$ cat src/rtl/fpmul_arb.sv
// Round-robin arbiter and sequencer sharing one combinational FP multiplier
// among NREQ requesters. One transaction at a time: accept, execute, respond.
//
// state | meaning
// ------+-----------------------------------------------------------
// IDLE  | waiting for a request; grant is combinational from req_valid
// EXEC  | latched operands drive the multiplier; product captured
// RESP  | product presented to the owner until rsp_ready[owner]
module fpmul_arb #(
    parameter int NREQ = 4,
    parameter int IDW  = 2
) (
    input  logic                 clk,
    input  logic                 rst_n,
    input  logic [NREQ-1:0]      req_valid,
    output logic [NREQ-1:0]      req_ready,
    input  logic [32*NREQ-1:0]   req_a,
    input  logic [32*NREQ-1:0]   req_b,
    output logic [NREQ-1:0]      rsp_valid,
    input  logic [NREQ-1:0]      rsp_ready,
    output logic [31:0]          rsp_data,
    output logic [IDW-1:0]       rsp_id,
    output logic [31:0]          mul_a,
    output logic [31:0]          mul_b,
    input  logic [31:0]          mul_s,
    output logic                 busy
);

    typedef enum logic [1:0] {
        IDLE = 2'd0,
        EXEC = 2'd1,
        RESP = 2'd2
    } state_t;

    state_t         state_q, state_d;
    logic [IDW-1:0] rr_ptr_q, rr_ptr_d;
    logic [IDW-1:0] owner_q, owner_d;
    logic [IDW-1:0] rsp_id_q, rsp_id_d;
    logic [31:0]    op_a_q, op_a_d;
    logic [31:0]    op_b_q, op_b_d;
    logic [31:0]    res_q, res_d;

    logic           grant_found;
    logic [IDW-1:0] grant_idx;
    logic [IDW:0]   cand;
    logic [IDW-1:0] owner_inc;

    // Round-robin search: first valid requester starting at rr_ptr, wrapping modulo NREQ.
    always_comb begin
        grant_found = 1'b0;
        grant_idx   = '0;
        cand        = '0;
        for (int k = 0; k < NREQ; k++) begin
            cand = {1'b0, rr_ptr_q} + (IDW+1)'(k);
            if (cand >= (IDW+1)'(NREQ)) begin
                cand = cand - (IDW+1)'(NREQ);
            end
            if (!grant_found && req_valid[cand[IDW-1:0]]) begin
                grant_found = 1'b1;
                grant_idx   = cand[IDW-1:0];
            end
        end
    end

    // Pointer moves to the requester after the one just served.
    always_comb begin
        owner_inc = (owner_q == IDW'(NREQ-1)) ? '0 : owner_q + 1'b1;
    end

    // Next-state and datapath register updates.
    always_comb begin
        state_d  = state_q;
        rr_ptr_d = rr_ptr_q;
        owner_d  = owner_q;
        rsp_id_d = rsp_id_q;
        op_a_d   = op_a_q;
        op_b_d   = op_b_q;
        res_d    = res_q;
        unique case (state_q)
            IDLE: begin
                if (grant_found) begin
                    op_a_d  = req_a[{grant_idx, 5'b0} +: 32];
                    op_b_d  = req_b[{grant_idx, 5'b0} +: 32];
                    owner_d = grant_idx;
                    state_d = EXEC;
                end
            end
            EXEC: begin
                // rsp_id is loaded together with the product so both hold
                // their previous values until the response phase begins.
                res_d    = mul_s;
                rsp_id_d = owner_q;
                state_d  = RESP;
            end
            RESP: begin
                if (rsp_ready[owner_q]) begin
                    rr_ptr_d = owner_inc;
                    state_d  = IDLE;
                end
            end
            default: state_d = IDLE;
        endcase
    end

    // State and datapath registers; reset discards any in-flight operation.
    always_ff @(posedge clk or negedge rst_n) begin
        if (!rst_n) begin
            state_q  <= IDLE;
            rr_ptr_q <= '0;
            owner_q  <= '0;
            rsp_id_q <= '0;
            op_a_q   <= '0;
            op_b_q   <= '0;
            res_q    <= '0;
        end else begin
            state_q  <= state_d;
            rr_ptr_q <= rr_ptr_d;
            owner_q  <= owner_d;
            rsp_id_q <= rsp_id_d;
            op_a_q   <= op_a_d;
            op_b_q   <= op_b_d;
            res_q    <= res_d;
        end
    end

    // One-hot handshake outputs; req_ready is suppressed while reset is held.
    always_comb begin
        req_ready = '0;
        rsp_valid = '0;
        for (int i = 0; i < NREQ; i++) begin
            req_ready[i] = rst_n && (state_q == IDLE) && grant_found && (grant_idx == IDW'(i));
            rsp_valid[i] = (state_q == RESP) && (owner_q == IDW'(i));
        end
    end

    assign rsp_data = res_q;
    assign rsp_id   = rsp_id_q;
    assign mul_a    = op_a_q;
    assign mul_b    = op_b_q;
    assign busy     = (state_q != IDLE);

endmodule

$ cat config.mk
export PLATFORM = sky130hd
export DESIGN_NAME = fpmul_arb
export DESIGN_NICKNAME = d
export VERILOG_FILES = /design/src/rtl/fpmul_arb.sv
export SDC_FILE = /design/constraint.sdc
export NUM_CORES = 1
export LEC_CHECK = 0
export ABC_AREA = 1
export BUFFER_PORTS_ARGS = -buffer_cell sky130_fd_sc_hd__buf_2
export CORE_MARGIN = 3
export CORE_UTILIZATION = 23
export DETAILED_ROUTE_END_ITERATION = 7
export SYNTH_ARGS = -nofsm -noshare
export SYNTH_HDL_FRONTEND = slang
export SYNTH_SLANG_ARGS = --single-unit
$ cat constraint.sdc
create_clock -name clk -period 5.1 [get_ports clk]
set_input_delay 0.765 -clock clk [delete_from_list [all_inputs] [get_ports clk]]
set_output_delay 0.765 -clock clk [all_outputs]
set_load 0.02 [all_outputs]
==> results.json, run 1 <==
{
  "grtUsageTotal": 0.169,
  "yosys.area.top_type": "dfrtp_1",
  "timing.final.crit_share": 0.774,
  "max_clock_freq_mhz": 253,
  "place_inst": 1815,
  "grt_overflow": 0,
  "grt_pass1_vias": 8082,
  "hold_violations": 0,
  "setup-tns-final_ns": 0,
  "setup_viol_count_final": 0,
  "relSlewSlack": 0.383,
  "synth_top_cell_area_share": 0.364,
  "drive_gt1_frac": 0.331,
  "wirelength_mm": 29.7,
  "rows": 63,
  "grt_max_degree": 83,
  "netlist_top_cells_area": "dfrtp_1, nand2_1, nand4_1",
  "skew_ns": 0.00805,
  "cts_setup_buffers": 0,
  "syn_nets": 1399,
  "yosys_warnings": 0,
  "antenna_found_initial": 3,
  "clock_sinks": 104,
  "gp_congestion": 0.837,
  "io_buffers": 404,
  "nFillCells": 3408,
  "via_per_inst": 4.64,
  "clk_latency_ns": 0.35,
  "start_kind": "flop",
  "final_cells": 1831,
  "r2r_slack_ns": 1.73,
  "ctsHoldBuffers": 0,
  "ir_drop_mv": 0.461,
  "worst-path-max-fanout": 51,
  "power_density_nw_per_um2": 860,
  "critPathRequiredTime_ns": 4.34,
  "htreeDepth": 3,
  "final_cell_mix": "nand2_1, buf_2, nand4_1",
  "drc": 0,
  "synth-seq-cells": 104,
  "maxCapViolations": 0,
  "cts_root_buf": "clkbuf_16",
  "antenna-diode-count": 0,
  "p_leak_nw": 5.77,
  "netlist_instances": 1097,
  "io_pins": 405,
  "tightest_slew_ns": 0.926,
  "status": "complete, no violations",
  "fin_util": 0.320,
  "hpwl_mm": 22.1,
  "grt_first_pass_wirelength_mm": 44.8,
  "synth_area_um2": 7140,
  "cts-buffers-inserted": 9,
  "syn2layout_area_growth_pct": 34.8,
  "core_area_um2": 30100,
  "cts_resized": 0,
  "num_vias": 8500,
  "cp-end-kind": "output port",
  "die_w_um": 182,
  "die-area_um2": 33200,
  "hold_class": "in2async",
  "drtIter0Drc": 302,
  "yosysSeqAreaShare": 0.364,
  "drt-wirelength-per-cell_um": 16.2,
  "cp.arrival_ns": 3.18,
  "die_y_um": 182,
  "min_period_ns": 3.95,
  "cts.path.max_buffers": 2,
  "ant_nets": 0,
  "final_common_cell": "nand2_1",
  "ys_types": 23,
  "critPathKind": "reg2out",
  "maxSlewViolCount": 0,
  "rsz0062_at_grt": "no",
  "nNetsFinal": 1738,
  "firstDrtPassIters": 5,
  "cts_tree": "yes",
  "initial_core_util": 0.237,
  "cts.clk_slew.worst_paths_ns": 0.09,
  "synth_area_per_cell_um2": 6.51
}
metrics by stage:
| stage | worst slack [ns] | area (µm²) | total power [W] | hold slack (ns) |
|---|---|---|---|---|
| global route | 0.823 | 9630 | 0.00919 | 0.492 |
| global placement | 1.37 | 9320 | 0.00763 | 0.456 |
| floorplan | 2.11 | 7140 | 0.00607 | 0.469 |
| finish | 1.15 | 9630 | 0.00829 | 0.456 |
| CTS | 1.12 | 9630 | 0.00846 | 0.483 |
| detailed placement | 1.33 | 9320 | 0.00769 | 0.460 |
layout make-up:
cell class | instances | area, µm² | share of cell area
multi-input cells | 884 | 4020 | 0.418
well taps | 390 | 488 | 0.0507
inverters | 21 | 81.3 | 0.00844
flip-flops and latches | 104 | 2600 | 0.270
clock inverters | 7 | 86.3 | 0.00896
clock buffers | 9 | 225 | 0.0234
repair buffers | 416 | 2130 | 0.221
state kept, by name (all words and copies together) (netlist names):
name,cells
mul_b,32
rr_ptr_q,2
owner_q,2
mul_a,32
rsp_id,2
state_q,2
rsp_data,32
cell usage after synthesis (all sizes together):
| master | n |
|---|---|
| nor3 | 4 |
| ha | 4 |
| inv | 21 |
| a32o | 1 |
| a21oi | 1 |
| nor2 | 8 |
| dfrtp | 104 |
| a31oi | 1 |
| buf | 74 |
| nand2 | 687 |
| o21ai | 7 |
| nand3 | 10 |
| mux2 | 32 |
| clkbuf | 14 |
| nand4 | 129 |
report_power, final:
group | internal, W | switching [W]
Sequential | 0.00125 | 0.000228
Combinational | 0.00183 | 0.00425
Clock | 0.000353 | 0.000374
logic make-up after synthesis:
logic type | share of synthesized area
AND/OR/NAND/NOR | 0.491
buffers and inverters | 0.0797
flip-flops | 0.364
multiplexers | 0.0504
AO/OA/AOI/OAI | 0.00788
adder cells (fa/ha/maj) | 0.00701
routing by layer:
metal / global-route usage / vias to the layer above / wire [µm]
met5: 0 / - / 29
met4: 0.0488 / 4 / 679
met3: 0.0377 / 36 / 2260
met2: 0.300 / 367 / 14700
met1: 0.205 / 3886 / 12000
li1: - / 4207 / -
worst max-delay path, stage by stage, from the launching register on:
cell     delay, ns
dfrtp_1       0.61
inv_4         0.13
nand2_1       0.10
nand3_1       0.10
nand2_1       0.11
inv_1         0.09
nand3_4       0.42
nand3_4       0.56
nor3_1        0.45
buf_2         0.23
path summary, 6_finish.rpt:
check / startpoint / endpoint / cells past startpoint
worst max-delay path: rr_ptr_q[0] / req_ready[3] / 9
worst min-delay path: rst_n / mul_a[21] / 1
worst max register to register: rr_ptr_q[0] / mul_b[9] / 15
worst min register to register: mul_a[8] / mul_a[8] / 2
max in group asynchronous: rst_n / mul_a[10] / 2
min in group clk: mul_a[8] / mul_a[8] / 2
No activity file was read; power rests on OpenSTA's default activity.
==> run 2, diff against run 1 <==
clock period = 3.35 ns   (was 5.1 ns; I/O delays follow)
==> run 2 against run 1 <==
Effect of this change: register-to-register slack got worse by 1.1 ns; non-clock buffer count rose by 3; global-route usage rose by 0.50 points; critical endpoint is now req_ready[2]; utilization rose by 0.22 points; count of clock-buffer cells in the layout did not move; cell count rose by 0.27%; clock power rose by 55%; critical path type unchanged; sequential power rose by 53%; design area rose by 0.68%.
==> results.json, run 2 (synthesis results as in run 1) <==
{
  "nFillCells": 3367,
  "io_buffers": 404,
  "power_density_nw_per_um2": 1310,
  "ir_drop_mv": 0.781,
  "cts_tree": "yes",
  "ant_nets": 0,
  "hold_violations": 0,
  "grt_first_pass_wirelength_mm": 45.6,
  "die-area_um2": 33200,
  "seqCellArea_um2": 2600,
  "drtIter0Drc": 311,
  "clkPwrFrac": 0.089,
  "fin_ws_ns": 0.288,
  "route.met3.wl_mm": 2.33,
  "maxCapViolations": 0,
  "crit_top_cell": "nand2_1",
  "ctsHoldBuffers": 0,
  "cp.arrival_ns": 2.56,
  "drive_gt1_frac": 0.332,
  "fin_util": 0.322,
  "gp_congestion": 0.864,
  "grt_overflow": 0,
  "cts.path.max_buffers": 2,
  "final_common_cell": "nand2_1",
  "top_layer_used": "met5",
  "drt-wirelength-per-cell_um": 16.6,
  "cts_root_buf": "clkbuf_16",
  "power_frac_comb": 0.734,
  "relSlewSlack": 0.455,
  "firstDrtPassIters": 5,
  "multiInputGateArea_um2": 4020,
  "place_worst_setup_slack_ns": 0.703,
  "place_inst": 1818,
  "initial_core_util": 0.237,
  "syn2layout_area_growth_pct": 35.7,
  "rows": 63,
  "cts_setup_buffers": 0,
  "hold_class": "in2async",
  "grt_max_degree": 129,
  "htreeDepth": 3,
  "m1WireLength_mm": 12.4,
  "p_leak_nw": 5.80,
  "status": "complete, no violations",
  "rsz0062_at_grt": "no",
  "cpMaxStageDelayCell": "dfrtp_1",
  "clk_latency_ns": 0.36,
  "core_area_um2": 30100,
  "final_cells": 1836,
  "setup-tns-final_ns": 0,
  "antenna_found_initial": 5,
  "hpwl_mm": 22.7,
  "cts_resized": 0,
  "skew_ns": 0.0160,
  "pwr-share-seq": 0.177,
  "drc": 0,
  "maxSlewViolCount": 0,
  "cts-buffers-inserted": 9,
  "slowest_delay_ns": 0.59,
  "tightest_slew_ns": 0.817,
  "nNetsFinal": 1741,
  "final_cell_mix": "nand2_1, buf_2, nand4_1",
  "num_vias": 8442,
  "via_per_inst": 4.60,
  "grt_pass1_vias": 8204,
  "r2r_cells": 15,
  "critPathRequiredTime_ns": 2.85,
  "worst-path-max-fanout": 26,
  "intPower_w": 0.00533,
  "clock_sinks": 104,
  "critPathKind": "reg2out",
  "die_w_um": 182,
  "cp_cell_sequence": "inv_4 -> nand2_1 -> nand2_2 -> nand2_1 -> nand2_1 -> nor2_2 -> nand4_1 -> nand3_4 -> inv_2 -> buf_4 -> nor3_1 -> buf_2",
  "power_w": 0.0127,
  "min_period_ns": 3.06,
  "cp-end-kind": "output port",
  "timing.final.crit_share": 0.914,
  "wl_met2_mm": 15.2,
  "io_pins": 405,
  "start_kind": "flop",
  "setup_viol_count_final": 0,
  "max_clock_freq_mhz": 327,
  "p_sw_w": 0.00741,
  "wirelength_mm": 30.5,
  "die_y_um": 182,
  "switching_share": 0.582,
  "cts.clk_slew.worst_paths_ns": 0.10,
  "grtUsageTotal": 0.174
}
[run 2: changes by cell type in the layout (fill, tap and decap cells not counted)]
cell / delta
diode_2: +2
buf_12: +3
[run 2: power groups by stage]
stage | Clock (W) | Combinational (W) | Sequential [W]
after global routing | 0.00124 | 0.0105 | 0.00234
after global placement | 0 | 0.00939 | 0.00228
final | 0.00113 | 0.00935 | 0.00226
after detailed placement | 0 | 0.00949 | 0.00228
after CTS | 0.00119 | 0.00950 | 0.00227
after floorplan | 0 | 0.00633 | 0.00291
[run 2: worst max-delay path: cells and delay by family, from the launching register on]
kind | cells | cell delay, ns
buffers and inverters | 4 | 0.60
DFF | 1 | 0.59
and+or+nand+nor | 8 | 1.00
[run 2: worst paths after layout]
| path | from | endpoint | slack [ns] |
|---|---|---|---|
| max | rr_ptr_q[0] | req_ready[2] | 0.29 |
| min reg2reg | mul_a[1] | mul_a[1] | 0.48 |
| min in group clk | mul_s[16] | rsp_data[16] | 0.37 |
| min | rst_n | mul_a[31] | 0.30 |
| max reg2reg | rr_ptr_q[0] | mul_a[25] | 0.66 |
| max in group asynchronous | rst_n | mul_a[23] | 2.43 |
[run 2: stage by stage]
| step | instance area [µm²] | hold slack [ns] |
|---|---|---|
| floorplan | 7140 | 0.207 |
| finish | 9700 | 0.304 |
| global route | 9690 | 0.338 |
| CTS | 9690 | 0.327 |
| detailed placement | 9380 | 0.461 |
| global placement | 9380 | 0.459 |
[run 2: cell type report]
type	count	share of cell area
Sequential cell	104	0.268
Inverter	21	0.00839
Tap cell	390	0.0503
Multi-Input combinational cell	884	0.415
Clock buffer	9	0.0232
Antenna cell	2	0.000516
Clock inverter	7	0.00890
Timing Repair Buffer	419	0.226
[run 2: routing by layer]
layer / track usage / vias up
li1: - / 4208
met1: 0.207 / 3805
met2: 0.313 / 391
met3: 0.0421 / 34
met4: 0.0442 / 4
met5: 0 / -
